**src/rtl/ramio_pkg.sv**
```systemverilog
`default_nettype none
// ============================================================================
// Module      : ramio_pkg
// Description : Shared encodings and lane helpers for the rv32i ramio port.
//               The core and ramio_bridge import the same read/write type
//               constants so both sides agree on the command encoding.
//               Contents:
//                 - read_type / write_type / access-size constants
//                 - ramio_state_e : bridge FSM states
//                 - ramio_cmd_t   : {address, read_type, write_type} command
//                 - ramio_strobe, ramio_misaligned, ramio_sign_pos helpers
// Revision    : 1.0 - initial release
// ============================================================================
package ramio_pkg;

    // Access sizes, shared by write_type and read_type[1:0].
    localparam logic [1:0] RAMIO_SIZE_NONE = 2'b00;
    localparam logic [1:0] RAMIO_SIZE_BYTE = 2'b01;
    localparam logic [1:0] RAMIO_SIZE_HALF = 2'b10;
    localparam logic [1:0] RAMIO_SIZE_WORD = 2'b11;

    // write_type encodings.
    localparam logic [1:0] RAMIO_WRITE_NONE = 2'b00;
    localparam logic [1:0] RAMIO_WRITE_SB   = 2'b01;
    localparam logic [1:0] RAMIO_WRITE_SH   = 2'b10;
    localparam logic [1:0] RAMIO_WRITE_SW   = 2'b11;

    // read_type encodings: bit 2 requests sign extension, [1:0] is the size.
    localparam logic [2:0] RAMIO_READ_NONE = 3'b000;
    localparam logic [2:0] RAMIO_READ_LBU  = 3'b001;
    localparam logic [2:0] RAMIO_READ_LHU  = 3'b010;
    localparam logic [2:0] RAMIO_READ_LB   = 3'b101;
    localparam logic [2:0] RAMIO_READ_LH   = 3'b110;
    localparam logic [2:0] RAMIO_READ_LW   = 3'b111;
    localparam int         RAMIO_READ_SIGN_BIT = 2;

    typedef enum logic [1:0] {
        RAMIO_ST_IDLE       = 2'd0,
        RAMIO_ST_READ_WAIT  = 2'd1,
        RAMIO_ST_WRITE_WAIT = 2'd2,
        RAMIO_ST_DRAIN      = 2'd3
    } ramio_state_e;

    typedef struct packed {
        logic [31:0] address;
        logic [2:0]  read_type;
        logic [1:0]  write_type;
    } ramio_cmd_t;

    // Byte enables for an access of the given size at byte offset a.
    // Half ignores a[0] and word ignores a[1:0] (truncating behaviour).
    function automatic logic [3:0] ramio_strobe(input logic [1:0] size,
                                                input logic [1:0] a);
        logic [3:0] s;
        case (size)
            RAMIO_SIZE_BYTE: s = 4'b0001 << a;
            RAMIO_SIZE_HALF: s = a[1] ? 4'b1100 : 4'b0011;
            RAMIO_SIZE_WORD: s = 4'b1111;
            default:         s = 4'b0000;
        endcase
        return s;
    endfunction

    function automatic logic ramio_misaligned(input logic [1:0] size,
                                              input logic [1:0] a);
        logic m;
        case (size)
            RAMIO_SIZE_HALF: m = a[0];
            RAMIO_SIZE_WORD: m = (a != 2'b00);
            default:         m = 1'b0;
        endcase
        return m;
    endfunction

    // Bit position of the sign bit of a right-aligned value of this size.
    function automatic logic [4:0] ramio_sign_pos(input logic [1:0] size);
        logic [4:0] p;
        case (size)
            RAMIO_SIZE_BYTE: p = 5'd7;
            RAMIO_SIZE_HALF: p = 5'd15;
            default:         p = 5'd31;
        endcase
        return p;
    endfunction

endpackage
`default_nettype wire

```
**src/rtl/ramio_bridge_byte_lane.sv**
```systemverilog
`default_nettype none
// ============================================================================
// Module      : ramio_byte_lane
// Description : Purely combinational lane logic for ramio_bridge.
//               Write side: byte strobes and replicated write data.
//               Read side : byte/half selection from the memory word plus
//                           zero or sign extension.
// Ports       : write_size/write_offset/write_data -> write_strobe, write_lanes
//               read_type/read_offset/read_word    -> read_data
// Revision    : 1.0 - initial release
// ============================================================================
module ramio_byte_lane
    import ramio_pkg::*;
(
    input  logic [1:0]  write_size,
    input  logic [1:0]  write_offset,
    input  logic [31:0] write_data,
    output logic [3:0]  write_strobe,
    output logic [31:0] write_lanes,
    input  logic [2:0]  read_type,
    input  logic [1:0]  read_offset,
    input  logic [31:0] read_word,
    output logic [31:0] read_data
);

    logic [1:0]  read_size;
    logic [4:0]  shift_amount;
    logic [4:0]  sign_pos;
    logic [31:0] shifted;
    logic        sign;

    // Replicating the data across all lanes lets the strobes alone pick
    // the destination bytes.
    always_comb begin
        write_strobe = ramio_strobe(write_size, write_offset);
        case (write_size)
            RAMIO_SIZE_BYTE: write_lanes = {4{write_data[7:0]}};
            RAMIO_SIZE_HALF: write_lanes = {2{write_data[15:0]}};
            default:         write_lanes = write_data;
        endcase
    end

    always_comb begin
        read_size = read_type[1:0];
        case (read_size)
            RAMIO_SIZE_BYTE: shift_amount = {read_offset, 3'b000};
            RAMIO_SIZE_HALF: shift_amount = {read_offset[1], 4'b0000};
            default:         shift_amount = 5'd0;
        endcase
        shifted  = read_word >> shift_amount;
        sign_pos = ramio_sign_pos(read_size);
        sign     = read_type[RAMIO_READ_SIGN_BIT] & shifted[sign_pos];
        case (read_size)
            RAMIO_SIZE_BYTE: read_data = {{24{sign}}, shifted[7:0]};
            RAMIO_SIZE_HALF: read_data = {{16{sign}}, shifted[15:0]};
            default:         read_data = shifted;
        endcase
    end

endmodule
`default_nettype wire

```
**src/rtl/ramio_bridge.sv**
```systemverilog
`default_nettype none
// ============================================================================
// Module      : ramio_bridge
// Description : Converts the rv32i core's byte-addressed byte/half/word
//               accesses into word accesses with byte strobes for the
//               cache/PSRAM controller, and produces the busy/data_out_ready
//               handshake for the core.
// Ports       : core side   - enable, read_type, write_type, address, data_in,
//                             data_out, data_out_ready, busy, error
//               memory side - mem_enable, mem_address, mem_write_strobe,
//                             mem_data_in, mem_data_out, mem_data_out_ready,
//                             mem_busy
// Options     : RAMIO_ALIGN_CHECK_EN - misaligned half/word accesses skip
//               memory, read 0, complete in one cycle and set sticky error.
//               Undefined: error is 0 and misaligned accesses are truncated.
// Revision    : 1.0 - initial release
// ============================================================================
module ramio_bridge
    import ramio_pkg::*;
#(
    parameter int MemAddressWidth = 21
) (
    input  logic                       clk,
    input  logic                       rst_n,
    input  logic                       enable,
    input  logic [2:0]                 read_type,
    input  logic [1:0]                 write_type,
    input  logic [31:0]                address,
    input  logic [31:0]                data_in,
    output logic [31:0]                data_out,
    output logic                       data_out_ready,
    output logic                       busy,
    output logic                       mem_enable,
    output logic [MemAddressWidth-1:0] mem_address,
    output logic [3:0]                 mem_write_strobe,
    output logic [31:0]                mem_data_in,
    input  logic [31:0]                mem_data_out,
    input  logic                       mem_data_out_ready,
    input  logic                       mem_busy,
    output logic                       error
);

    ramio_cmd_t   command;
    ramio_state_e state, state_d;

    // done_valid plays the role of a registered enable: it is cleared
    // whenever enable is low, so re-asserting enable with an identical
    // command is treated as a fresh request.
    logic                       done_valid, done_valid_d;
    ramio_cmd_t                 done_command, done_command_d;
    ramio_cmd_t                 pending_command, pending_command_d;
    logic                       ready_q, ready_d;
    logic [31:0]                data_out_d;
    logic                       mem_enable_d;
    logic [MemAddressWidth-1:0] mem_address_d;
    logic [3:0]                 mem_write_strobe_d;
    logic [31:0]                mem_data_in_d;

    logic        cmd_match;
    logic        new_request;
    logic        is_write;
    logic        is_read;
    logic [1:0]  access_size;
    logic        misaligned;
    logic        pending_match;
    logic [3:0]  lane_strobe;
    logic [31:0] lane_write_data;
    logic [31:0] lane_read_data;

    assign command       = '{address: address, read_type: read_type, write_type: write_type};
    assign cmd_match     = done_valid && (command == done_command);
    assign new_request   = enable && !cmd_match;
    // Writes take priority when both types are nonzero.
    assign is_write      = (write_type != RAMIO_WRITE_NONE);
    assign is_read       = !is_write && (read_type[1:0] != RAMIO_SIZE_NONE);
    assign access_size   = is_write ? write_type : read_type[1:0];
    assign pending_match = enable && (command == pending_command);

`ifdef RAMIO_ALIGN_CHECK_EN
    logic error_q, error_d;
    assign misaligned = ramio_misaligned(access_size, address[1:0]);
    assign error      = error_q;
`else
    assign misaligned = 1'b0;
    assign error      = 1'b0;
`endif

    // Both outputs are gated by rst_n so they fall with reset, without
    // waiting for a clock edge.
    assign busy           = rst_n && enable && !((state == RAMIO_ST_IDLE) && cmd_match);
    assign data_out_ready = rst_n && enable && ready_q && cmd_match;

    ramio_byte_lane u_byte_lane (
        .write_size   (write_type),
        .write_offset (address[1:0]),
        .write_data   (data_in),
        .write_strobe (lane_strobe),
        .write_lanes  (lane_write_data),
        .read_type    (pending_command.read_type),
        .read_offset  (pending_command.address[1:0]),
        .read_word    (mem_data_out),
        .read_data    (lane_read_data)
    );

    always_comb begin
        state_d            = state;
        done_valid_d       = done_valid;
        done_command_d     = done_command;
        pending_command_d  = pending_command;
        ready_d            = ready_q;
        data_out_d         = data_out;
        mem_enable_d       = mem_enable;
        mem_address_d      = mem_address;
        mem_write_strobe_d = mem_write_strobe;
        mem_data_in_d      = mem_data_in;
`ifdef RAMIO_ALIGN_CHECK_EN
        error_d            = error_q;
`endif

        case (state)
            RAMIO_ST_IDLE: begin
                if (new_request) begin
                    if ((!is_write && !is_read) || misaligned) begin
                        // Nothing to send to memory: finish in this cycle.
                        done_command_d = command;
                        done_valid_d   = 1'b1;
                        ready_d        = is_read;
                        if (is_read) begin
                            data_out_d = 32'd0;
                        end
`ifdef RAMIO_ALIGN_CHECK_EN
                        error_d = error_q | misaligned;
`endif
                    end else if (!mem_busy) begin
                        mem_enable_d      = 1'b1;
                        mem_address_d     = address[MemAddressWidth+1:2];
                        pending_command_d = command;
                        done_valid_d      = 1'b0;
                        ready_d           = 1'b0;
                        if (is_write) begin
                            mem_write_strobe_d = lane_strobe;
                            mem_data_in_d      = lane_write_data;
                            state_d            = RAMIO_ST_WRITE_WAIT;
                        end else begin
                            mem_write_strobe_d = 4'b0000;
                            state_d            = RAMIO_ST_READ_WAIT;
                        end
                    end
                end
            end

            RAMIO_ST_READ_WAIT: begin
                if (mem_data_out_ready) begin
                    mem_enable_d = 1'b0;
                    state_d      = RAMIO_ST_IDLE;
                    // A result for a command the core has since abandoned
                    // is dropped; the new command is picked up from Idle.
                    if (pending_match) begin
                        data_out_d     = lane_read_data;
                        ready_d        = 1'b1;
                        done_command_d = pending_command;
                        done_valid_d   = 1'b1;
                    end
                end else if (!pending_match) begin
                    state_d = RAMIO_ST_DRAIN;
                end
            end

            RAMIO_ST_WRITE_WAIT: begin
                if (!mem_busy) begin
                    mem_enable_d       = 1'b0;
                    mem_write_strobe_d = 4'b0000;
                    done_command_d     = pending_command;
                    done_valid_d       = 1'b1;
                    ready_d            = 1'b0;
                    state_d            = RAMIO_ST_IDLE;
                end
            end

            RAMIO_ST_DRAIN: begin
                if (mem_data_out_ready) begin
                    mem_enable_d = 1'b0;
                    state_d      = RAMIO_ST_IDLE;
                end
            end

            default: begin
                state_d = RAMIO_ST_IDLE;
            end
        endcase

        done_valid_d = done_valid_d & enable;
    end

    always_ff @(posedge clk or negedge rst_n) begin
        if (!rst_n) begin
            state            <= RAMIO_ST_IDLE;
            done_valid       <= 1'b0;
            done_command     <= '0;
            pending_command  <= '0;
            ready_q          <= 1'b0;
            data_out         <= 32'd0;
            mem_enable       <= 1'b0;
            mem_address      <= '0;
            mem_write_strobe <= 4'b0000;
            mem_data_in      <= 32'd0;
        end else begin
            state            <= state_d;
            done_valid       <= done_valid_d;
            done_command     <= done_command_d;
            pending_command  <= pending_command_d;
            ready_q          <= ready_d;
            data_out         <= data_out_d;
            mem_enable       <= mem_enable_d;
            mem_address      <= mem_address_d;
            mem_write_strobe <= mem_write_strobe_d;
            mem_data_in      <= mem_data_in_d;
        end
    end

`ifdef RAMIO_ALIGN_CHECK_EN
    always_ff @(posedge clk or negedge rst_n) begin
        if (!rst_n) begin
            error_q <= 1'b0;
        end else begin
            error_q <= error_d;
        end
    end
`endif

endmodule
`default_nettype wire

```
**config.mk**
```make
export PLATFORM = sky130hd
export DESIGN_NAME = ramio_bridge
export DESIGN_NICKNAME = d
export VERILOG_FILES = /design/src/rtl/ramio_pkg.sv /design/src/rtl/ramio_bridge_byte_lane.sv /design/src/rtl/ramio_bridge.sv
export SDC_FILE = /design/constraint.sdc
export NUM_CORES = 1
export LEC_CHECK = 0
export CAP_MARGIN = 40
export CORE_MARGIN = 2
export CORE_UTILIZATION = 55
export DETAILED_ROUTE_END_ITERATION = 8
export GPL_TIMING_DRIVEN = 0
export PLACE_DENSITY = 0.94
export SLEW_MARGIN = 20
export SYNTH_ARGS = -nofsm -noshare
export SYNTH_HDL_FRONTEND = slang
export SYNTH_SLANG_ARGS = --single-unit
```
**constraint.sdc**
```tcl
create_clock -name clk -period 5.4 [get_ports clk]
set_input_delay 0.54 -clock clk [delete_from_list [all_inputs] [get_ports clk]]
set_output_delay 0.54 -clock clk [all_outputs]
set_load 0.03 [all_outputs]
```
## After elaboration in Yosys (flattened, before gate mapping)

Cells that the tools add are included.

| cells by class | value |
|---|---|
| reduce and logical (&&, ||, !) cells | 29 |
| bitwise logic cells | 4 |
| $lt $le $gt $ge | 1 |
| eq/ne operators | 21 |
| shift-type cells | 2 |
| muxes and demuxes | 54 |

Operators with widths:

| kind | number |
|---|---|
| one-hot mux 32 bit (2 select lines) | 3 |
| two-way mux 37 bit | 5 |
| two-way mux 32 bit | 5 |
| one-hot mux 37 bit (3 select lines) | 1 |
| equality test 37 bit | 2 |
| right shift 32 x 5 -> 32 bit | 1 |
| two-way mux 4 bit | 6 |
| one-hot mux 5 bit (2 select lines) | 2 |
| AND reduction 6 bit | 3 |
| two-way mux 1 bit | 17 |
| two-way mux 2 bit | 8 |
| inequality test 2 bit (second input constant) | 8 |
| AND reduction 5 bit | 3 |
| one-hot mux 4 bit (3 select lines) | 1 |
| equality test 2 bit (second input constant) | 5 |
| logical AND 1 bit | 10 |
| one-hot mux 1 bit (3 select lines) | 3 |
| one-hot mux 2 bit (4 select lines) | 1 |
| one-hot mux 4 bit (2 select lines) | 1 |
| AND reduction 4 bit | 2 |
| nonzero test 2 bit | 4 |
| equality test 2 x 1 -> 1 bit (second input constant) | 3 |
| < comparator 5 x 6 -> 1 bit (second input constant) | 1 |
| binary-select mux 1 bit (select 5 bit) | 1 |
| other kinds (9) | 15 |

| storage, ports and cells | value |
|---|---|
| bits in registers | 168 |
| bits of input ports | 106 |
| word-level logic and storage cells | 125 |

## Depth between registers and ports, before layout

Gate-level depths: netlist of the first run.

| logic depth | value |
|---|---|
| word-level depth | 10 |
| depth in mapped cells | 11 |

## Cells and area by module

A second synthesis of the first run with hierarchy kept.

| unflattened totals | value |
|---|---|
| cell total of the unflattened synthesis | 752 |
| area total of the unflattened synthesis | 8689.6 um^2 |

Modules (own cells, without submodules):

| module | cells each | area each (um^2) | instances |
|---|---|---|---|
| ramio_bridge | 535 | 7191.9 | 1 |
| ramio_byte_lane | 217 | 1497.7 | 1 |

## Worst setup path before layout of the first run

No wires, ideal clock.

| path | value |
|---|---|
| kind | input port to flip-flop |
| start | input port address[1] |
| end | register done_command[10] (netlist bit) |
| stages on the path | 9 |
| buffers on the path | 3 |
| setup slack | 2871 ps |
| arrival | 2404 ps |
| cells stage by stage | buf_6 -> xor2_1 -> nor4_1 -> nand4_1 -> nor4_4 -> o2111a_1 -> buf_6 -> buf_12 -> mux2_4 |

| on the way | value |
|---|---|
| word-level cells in the longest chain between the ends | 6 |
| elaborated cells between the ends (all ways) | 9 |
| those cells by class | eq/ne (4); reduce/logical (5) |

Ends and longest elaborated chain:

| what | RTL line | source |
|---|---|---|
| from (decl) | ramio_bridge.sv:28 | `input logic [31:0] address,` |
| equality test 37 bit | ramio_bridge.sv:71 | `assign cmd_match = done_valid && (command == done_command);` |
| logical AND 1 bit | ramio_bridge.sv:71 |  |
| logical NOT 1 bit | ramio_bridge.sv:72 | `assign new_request = enable && !cmd_match;` |
| logical AND 1 bit | ramio_bridge.sv:72 |  |
| inequality test 2 bit (no line) | - |  |
| AND reduction 6 bit (no line) (*) | - |  |
| to (signal assigned) | ramio_bridge.sv:210 | `done_command <= done_command_d;` |
| to (decl) | ramio_bridge.sv:50 | `ramio_cmd_t done_command, done_command_d;` |

Mark *: on every way between the ends. The rest lies on a longest branch, timed or not.
A chain may end at the register's enable or synchronous reset.

## Worst setup path in the final report of the first run

| path | value |
|---|---|
| start | input port address[28] |
| end | output port data_out_ready |

| on the way | value |
|---|---|
| word-level cells in the longest chain between the ends | 3 |

Ends and longest elaborated chain:

| what | RTL line | source |
|---|---|---|
| equality test 37 bit | ramio_bridge.sv:71 |  |
| logical AND 1 bit | ramio_bridge.sv:71 |  |
| logical AND 1 bit | ramio_bridge.sv:91 | `assign data_out_ready = rst_n && enable && ready_q && cmd_match;` |
| to (decl) | ramio_bridge.sv:31 | `output logic data_out_ready,` |

No other way between the ends.

==> out/summary.txt, run 1 <==
fraction of registers with async set/reset: 100%
Peak VDD IR: 0.392 mV
drt pass-1 iters: 7
Slew HR: 45.4%
share of layout cells above drive strength 1: 21.2%
Routed WL: 22.3 mm
Die Span X: 127 um
vias post-DR: 6748
RSZ-0062 raised after global routing: false
setup bufs post-CTS: 0
Int Pwr: 0.00410 W
post-synthesis sequential area ratio: 43.9%
register share of total power: 28.8%
Reg area: 3680 um2
# diodes: 0
clk root buf: clkbuf_16
Synth cell types: 45
htree depth: 4
Hold Buf Count CTS: 0
Antenna Violating Nets Remaining: 0
R2R depth: 8
clock-pin slew of the registers on the worst-case setup and hold paths: 0.06 ns
die height: 127 um
number of synthesized flops with an enable pin: 0
Avg Cell Area, Syn: 10.9 um2
CTS tree: done
Gate Count Post-Synth: 766
crit path max fanout: 5
die area: 16200 um2
Synth Register Bits: 147
Slew @ Worst Pin: 0.811 ns
Area contributors post-synth: dfrtp_1, mux2_2, mux2_4
Critical Path Sink Type: primary output
post-synth net total: 884
gr usage total: 28.1%
Yosys top cell area share: 43.9%
Final setup viols: 0
switching power: 0.00257 W
synth warn: 0
clock skew: 0.00637 ns
Skew-Pair Late Insertion Delay: 0.43 ns
WL/cell: 18.9 um
max_cap viols: 0
Num CTS Buffers: 17
period utilization: 73.0%
worst-case clock buffer depth: 2
final std cells w/o fill: 1184
worst hold path class: input pin to async pin
area grow syn2layout: 34.2%
R2R setup slack: 2.47 ns
vias in the first global route: 6898
area leader, netlist: dfrtp_1
most common cell after layout, fill and taps aside: clkdlybuf4s50_1
power share of the clock group: 18.9%
largest net degree at the start of global routing: 81
GP Congestion: 0.902
Post-Syn Area: 8380 um2
Comb pwr share: 52.2%
CP startpoint kind: input pin
Crit Path Class: input pin to primary output
Core Footprint: 15000 um2
Placed Instances: 1152
Detailed Place HPWL: 16.2 mm
post-layout min period: 3.94 ns
Sw Ratio: 38.6%
Vias/cell: 5.70
top-level port count: 199
first-pass GRT wire length: 35.6 mm
multi-input logic area: 4230 um2
Row Count: 45
fmax: 254 MHz
grt ovf: 0
Initial Util: 55.7%
I/O Buffers: 196
TritonCTS Sinks: 147
max-slew violations: 0
pwr/cell area: 594 nW/um2
Critical Path AT: 3.40 ns
most frequent cells in the layout: clkdlybuf4s50_1, dfrtp_1, mux2_2
Final nets: 1101
RR Startpoint: mem_address[3]$_DFFE_PN0P_
P_leak: 4.84 nW
Total Neg Setup Slack: 0 ns
ys flop type: dfrtp_1
Critical R2R Capture: done_command[15]$_DFFE_PN0P_
DRC viols: 0
DR iter-0 viols: 458
Hold Violations, Final: 0
status: finished, final reports clean
initial antenna violation count: 0
Req. time, crit path: 4.86 ns
Post-CTS Resized: 0
Layout fillers: 991
-- power groups by stage --
stage	Sequential (W)	Clock (W)	Combinational [W]
6_report	0.00193	0.00126	0.00348
5_1_grt	0.00197	0.00132	0.00372
4_1_cts	0.00191	0.00128	0.00349
3_5_place_dp	0.00192	0	0.00345
3_3_place_gp	0.00188	0	0.00335
2_1_floorplan	0.00209	0	0.00222
-- metrics by stage --
step | total power, W | util, % | setup slack [ns] | hold WS, ns | instance area [um2]
3_3_place_gp | 0.00524 | 70.3 | -2.47 | 0.461 | 10600
6_report | 0.00667 | 74.8 | 1.46 | 0.0580 | 11200
4_1_cts | 0.00668 | 74.8 | 1.48 | 0.0849 | 11200
3_5_place_dp | 0.00537 | 70.6 | 1.50 | 0.470 | 10600
2_1_floorplan | 0.00431 | - | 2.87 | 0.244 | 8380
5_1_grt | 0.00701 | 74.8 | 1.27 | 0.103 | 11200
-- worst max-delay path, cell delays in order --
cell             delay, ns
clkdlybuf4s50_1       0.49
xnor2_1               0.27
nand4_1               0.12
nor4_1                0.72
and3_4                0.37
and4_1                0.19
clkdlybuf4s50_1       0.69
-- worst max-delay path by stage --
stage / startpoint / end / cells past startpoint
CTS: address[28] / data_out_ready / 7
global route: address[22] / data_out_ready / 7
floorplan: address[1] / done_command[10]$_DFFE_PN0P_ / 9
detailed placement: address[28] / data_out_ready / 7
finish: address[28] / data_out_ready / 7
global placement: rst_n / data_out_ready / 3
-- cells in the mapped netlist, drive strengths merged (8+ instances only) --
master / n
nand2: 81
and2: 9
buf: 39
a211oi: 8
mux2i: 17
nor2b: 11
mux2: 131
dfrtp: 147
inv: 16
a22o: 16
ha: 12
nand4: 13
a21oi: 28
a22oi: 8
nor2: 20
nor4: 13
o21ai: 70
xor2: 40
clkbuf: 22
xnor2: 33
-- metal layers --
metal  routed length [um]  GRT usage (%)  vias to the layer above
li1                     -              -                     3119
met1                 9570           35.2                     3320
met2                11000           48.5                      256
met3                 1080           4.90                       53
met4                  626           11.1                        0
met5                    0              0                        -
-- state kept, by name (all words and copies together), names as in the netlist --
name / flops
data_out: 32
done_command: 37
done_valid: 1
mem_address: 20
mem_data_in: 32
mem_enable: 1
mem_write_strobe: 4
pending_command: 17
ready_q: 1
state: 2
-- layout make-up --
class	instances	share of cell area (%)
Buffer	61	3.65
Inverter	16	0.534
Tap cell	188	2.09
Clock inverter	15	1.84
Timing Repair Buffer	198	17.8
Clock buffer	17	3.78
Multi-Input combinational cell	542	37.6
Sequential cell	147	32.7
-- cell families after synthesis --
group           count (synthesis)  synth area share (%)
mux                           148                  21.0
xor+xnor                       73                  7.63
compound gates                146                  10.4
flops                         147                  43.9
fa+ha+maj                      12                  1.79
buf+inv                        77                  5.62
other cells                     1                0.0448
simple gates                  162                  9.59
(Power assumes the default switching activity.)
==> inputs of run 2 (changes only) <==
--- a/config.mk
+++ b/config.mk
@@ -7,10 +7,10 @@
 export LEC_CHECK = 0
 export CAP_MARGIN = 40
 export CORE_MARGIN = 2
-export CORE_UTILIZATION = 55
+export CORE_UTILIZATION = 51
 export DETAILED_ROUTE_END_ITERATION = 8
 export GPL_TIMING_DRIVEN = 0
-export PLACE_DENSITY = 0.94
+export PLACE_DENSITY = 0.89
 export SLEW_MARGIN = 20
 export SYNTH_ARGS = -nofsm -noshare
 export SYNTH_HDL_FRONTEND = slang
==> constraint.sdc (replaced) <==
create_clock -name clk -period 3.72 [get_ports clk]
set_input_delay 0.372 -clock clk [delete_from_list [all_inputs] [get_ports clk]]
set_output_delay 0.372 -clock clk [all_outputs]
set_load 0.03 [all_outputs]
==> run 2 against run 1 <==
Compared with the run above: global-route usage decreased by 1.7 points; sequential power increased by 44%; largest cell class unchanged; critical path depth unchanged; highest routed layer unchanged; setup slack got worse by 1.4 ns; largest power group unchanged; utilization decreased by 4.1 points; combinational power increased by 46%; die area increased by 7.6%; worst hold slack improved by 0.18 ns.
==> out/summary.txt, run 2 (synthesis gave the netlist of run 1 again) <==
Int Pwr: 0.00589 W (+44%)
RSZ-0062 raised after global routing: false
I/O Buffers: 196 (unchanged)
DRC viols: 0 (unchanged)
Detailed Place HPWL: 16.9 mm (+4.5%)
WL/cell: 18.8 um (-0.49%)
Final setup viols: 0 (unchanged)
Hold Violations, Final: 0 (unchanged)
Critical Path AT: 3.32 ns (-0.08 ns)
hold path depth: 2
Top Metal Used: met4
switching power: 0.00373 W (+45%)
wire length on met3: 1.55 mm (+44%)
R2R depth: 8 (unchanged)
DR iter-0 viols: 421 (-8.1%)
Vias/cell: 5.60 (-1.8%)
Slew HR: 44.9% (-0.50 points)
max reg flops: 37 (unchanged)
Routed WL: 22.8 mm (+1.9%)
DP Area: 10600 um2 (+0.33%)
gr usage total: 26.4% (-1.7 points)
Initial Util: 52.5% (-3.2 points)
Req. time, crit path: 3.35 ns (-1.51 ns)
CTS tree: done
Hold Path Sink: pending_command[6]$_DFFE_PN0P_
biggest regs: done_command: 37 flops, data_out: 32 flops, mem_data_in: 32 flops
Total Neg Setup Slack: 0 ns (unchanged)
Hold Buf Count CTS: 1 (+1)
P_leak: 4.85 nW (+0.20%)
clock skew: 0.0108 ns (+0.00438 ns)
Sw Ratio: 38.8% (+0.24 points)
RR Startpoint: mem_address[18]$_DFFE_PN0P_
min-delay src: address[1]
Top reg by flops: done_command
most frequent cells in the layout: clkdlybuf4s50_1, dfrtp_1, mux2_2
vias post-DR: 6791 (+0.64%)
worst-case clock buffer depth: 2 (unchanged)
Comb pwr share: 52.7% (+0.5 points)
R2R setup slack: 0.76 ns (-1.71 ns)
Critical R2R Capture: data_out[18]$_DFFE_PN0P_
most common cell after layout, fill and taps aside: clkdlybuf4s50_1
post-layout min period: 3.69 ns
pwr/cell area: 854 nW/um2 (+44%)
max_cap viols: 0 (unchanged)
final core utilization: 70.7% (-4.1 points)
largest net degree at the start of global routing: 82 (+1.2%)
Skew-Pair Late Insertion Delay: 0.43 ns (about the same)
Row Count: 46 (+2.2%)
drt pass-1 iters: 5 (-2)
Crit Path Class: input pin to primary output
vias in the first global route: 6852 (-0.67%)
Die Span X: 132 um (+3.7%)
Antenna Violating Nets Remaining: 0 (unchanged)
clk root buf: clkbuf_16
Slew @ Worst Pin: 0.819 ns (+0.00746 ns)
fmax: 271 MHz
area grow syn2layout: 34.5%
die area: 17500 um2 (+7.6%)
die height: 132 um (+3.7%)
register share of total power: 28.9% (about the same)
max-slew violations: 0 (unchanged)
period utilization: 99.2%
share of layout cells above drive strength 1: 21.2% (-0.021 points)
Final nets: 1102 (+0.091%)
Post-CTS Resized: 0 (unchanged)
Peak VDD IR: 0.589 mV (+50%)
setup bufs post-CTS: 0 (unchanged)
initial antenna violation count: 0 (unchanged)
grt ovf: 0 (unchanged)
htree depth: 4 (unchanged)
met2 WL post-DR: 11.1 mm (+0.36%)
Critical Path Sink Type: primary output
# diodes: 0 (unchanged)
Routed met1 length: 9.36 mm (-2.2%)
CP startpoint kind: input pin
first-pass GRT wire length: 36.3 mm (+2.0%)
crit path max fanout: 5 (unchanged)
post-route cell area: 11300 um2 (+0.19%)
Final Hold Slack: 0.243 ns (+0.185 ns)
GP Congestion: 0.861 (-4.5%)
worst hold path class: input pin to flop
power share of the clock group: 18.4% (-0.5 points)
clock-pin slew of the registers on the worst-case setup and hold paths: 0.06 ns (about the same)
status: finished, final reports clean
Core Footprint: 15900 um2 (+6.1%)
TritonCTS Sinks: 147 (unchanged)
Num CTS Buffers: 17 (unchanged)
top-level port count: 199 (unchanged)
==> run 2: critical path, cell delays in order <==
cell	delay, ns
clkdlybuf4s50_1	0.48
xnor2_1	0.30
nand4_1	0.15
nor4_1	0.73
and3_4	0.37
and4_1	0.20
clkdlybuf4s50_1	0.71
==> run 2: area by class of cell <==
cell class,instances,area [um2]
Tap cell,216,270
Fill cell,1165,4680
Timing Repair Buffer,199,2010
Multi-Input combinational cell,542,4230
Clock buffer,17,425
Inverter,16,60.1
Clock inverter,15,183
Sequential cell,147,3680
Buffer,61,410
==> run 2: worst max path at each step <==
stage | from | endpoint | slack [ns] | cells after the start
floorplan | pending_command[2]$_DFFE_PN0P_ | data_out[13]$_DFFE_PN0P_ | 1.35 | 9
global placement | rst_n | data_out_ready | -3.87 | 3
detailed placement | address[3] | data_out_ready | 0.09 | 7
CTS | address[3] | data_out_ready | 0.07 | 7
global route | address[22] | data_out_ready | 0.03 | 7
finish | address[3] | data_out_ready | 0.03 | 7
==> run 2: per-stage QoR <==
stage	total power, W	instances	setup WS [ns]
after floorplan	0.00626	766	1.35
after global placement	0.00762	1178	-3.87
after detailed placement	0.00783	1180	0.0948
after CTS	0.00964	1213	0.0702
after global routing	0.0101	1213	0.0263
final	0.00962	1213	0.0308
==> run 2: layer usage <==
layer,global-route usage (%),vias up
li1,-,3111
met1,33.7,3311
met2,43.2,313
met3,5.46,56
met4,11.8,0
met5,0,-
==> run 2: power groups by stage <==
| stage | Combinational [W] | Sequential (W) | Clock, W |
|---|---|---|---|
| floorplan | 0.00322 | 0.00304 | 0 |
| global placement | 0.00489 | 0.00273 | 0 |
| detailed placement | 0.00505 | 0.00279 | 0 |
| CTS | 0.00508 | 0.00277 | 0.00179 |
| global route | 0.00541 | 0.00286 | 0.00186 |
| finish | 0.00507 | 0.00278 | 0.00177 |
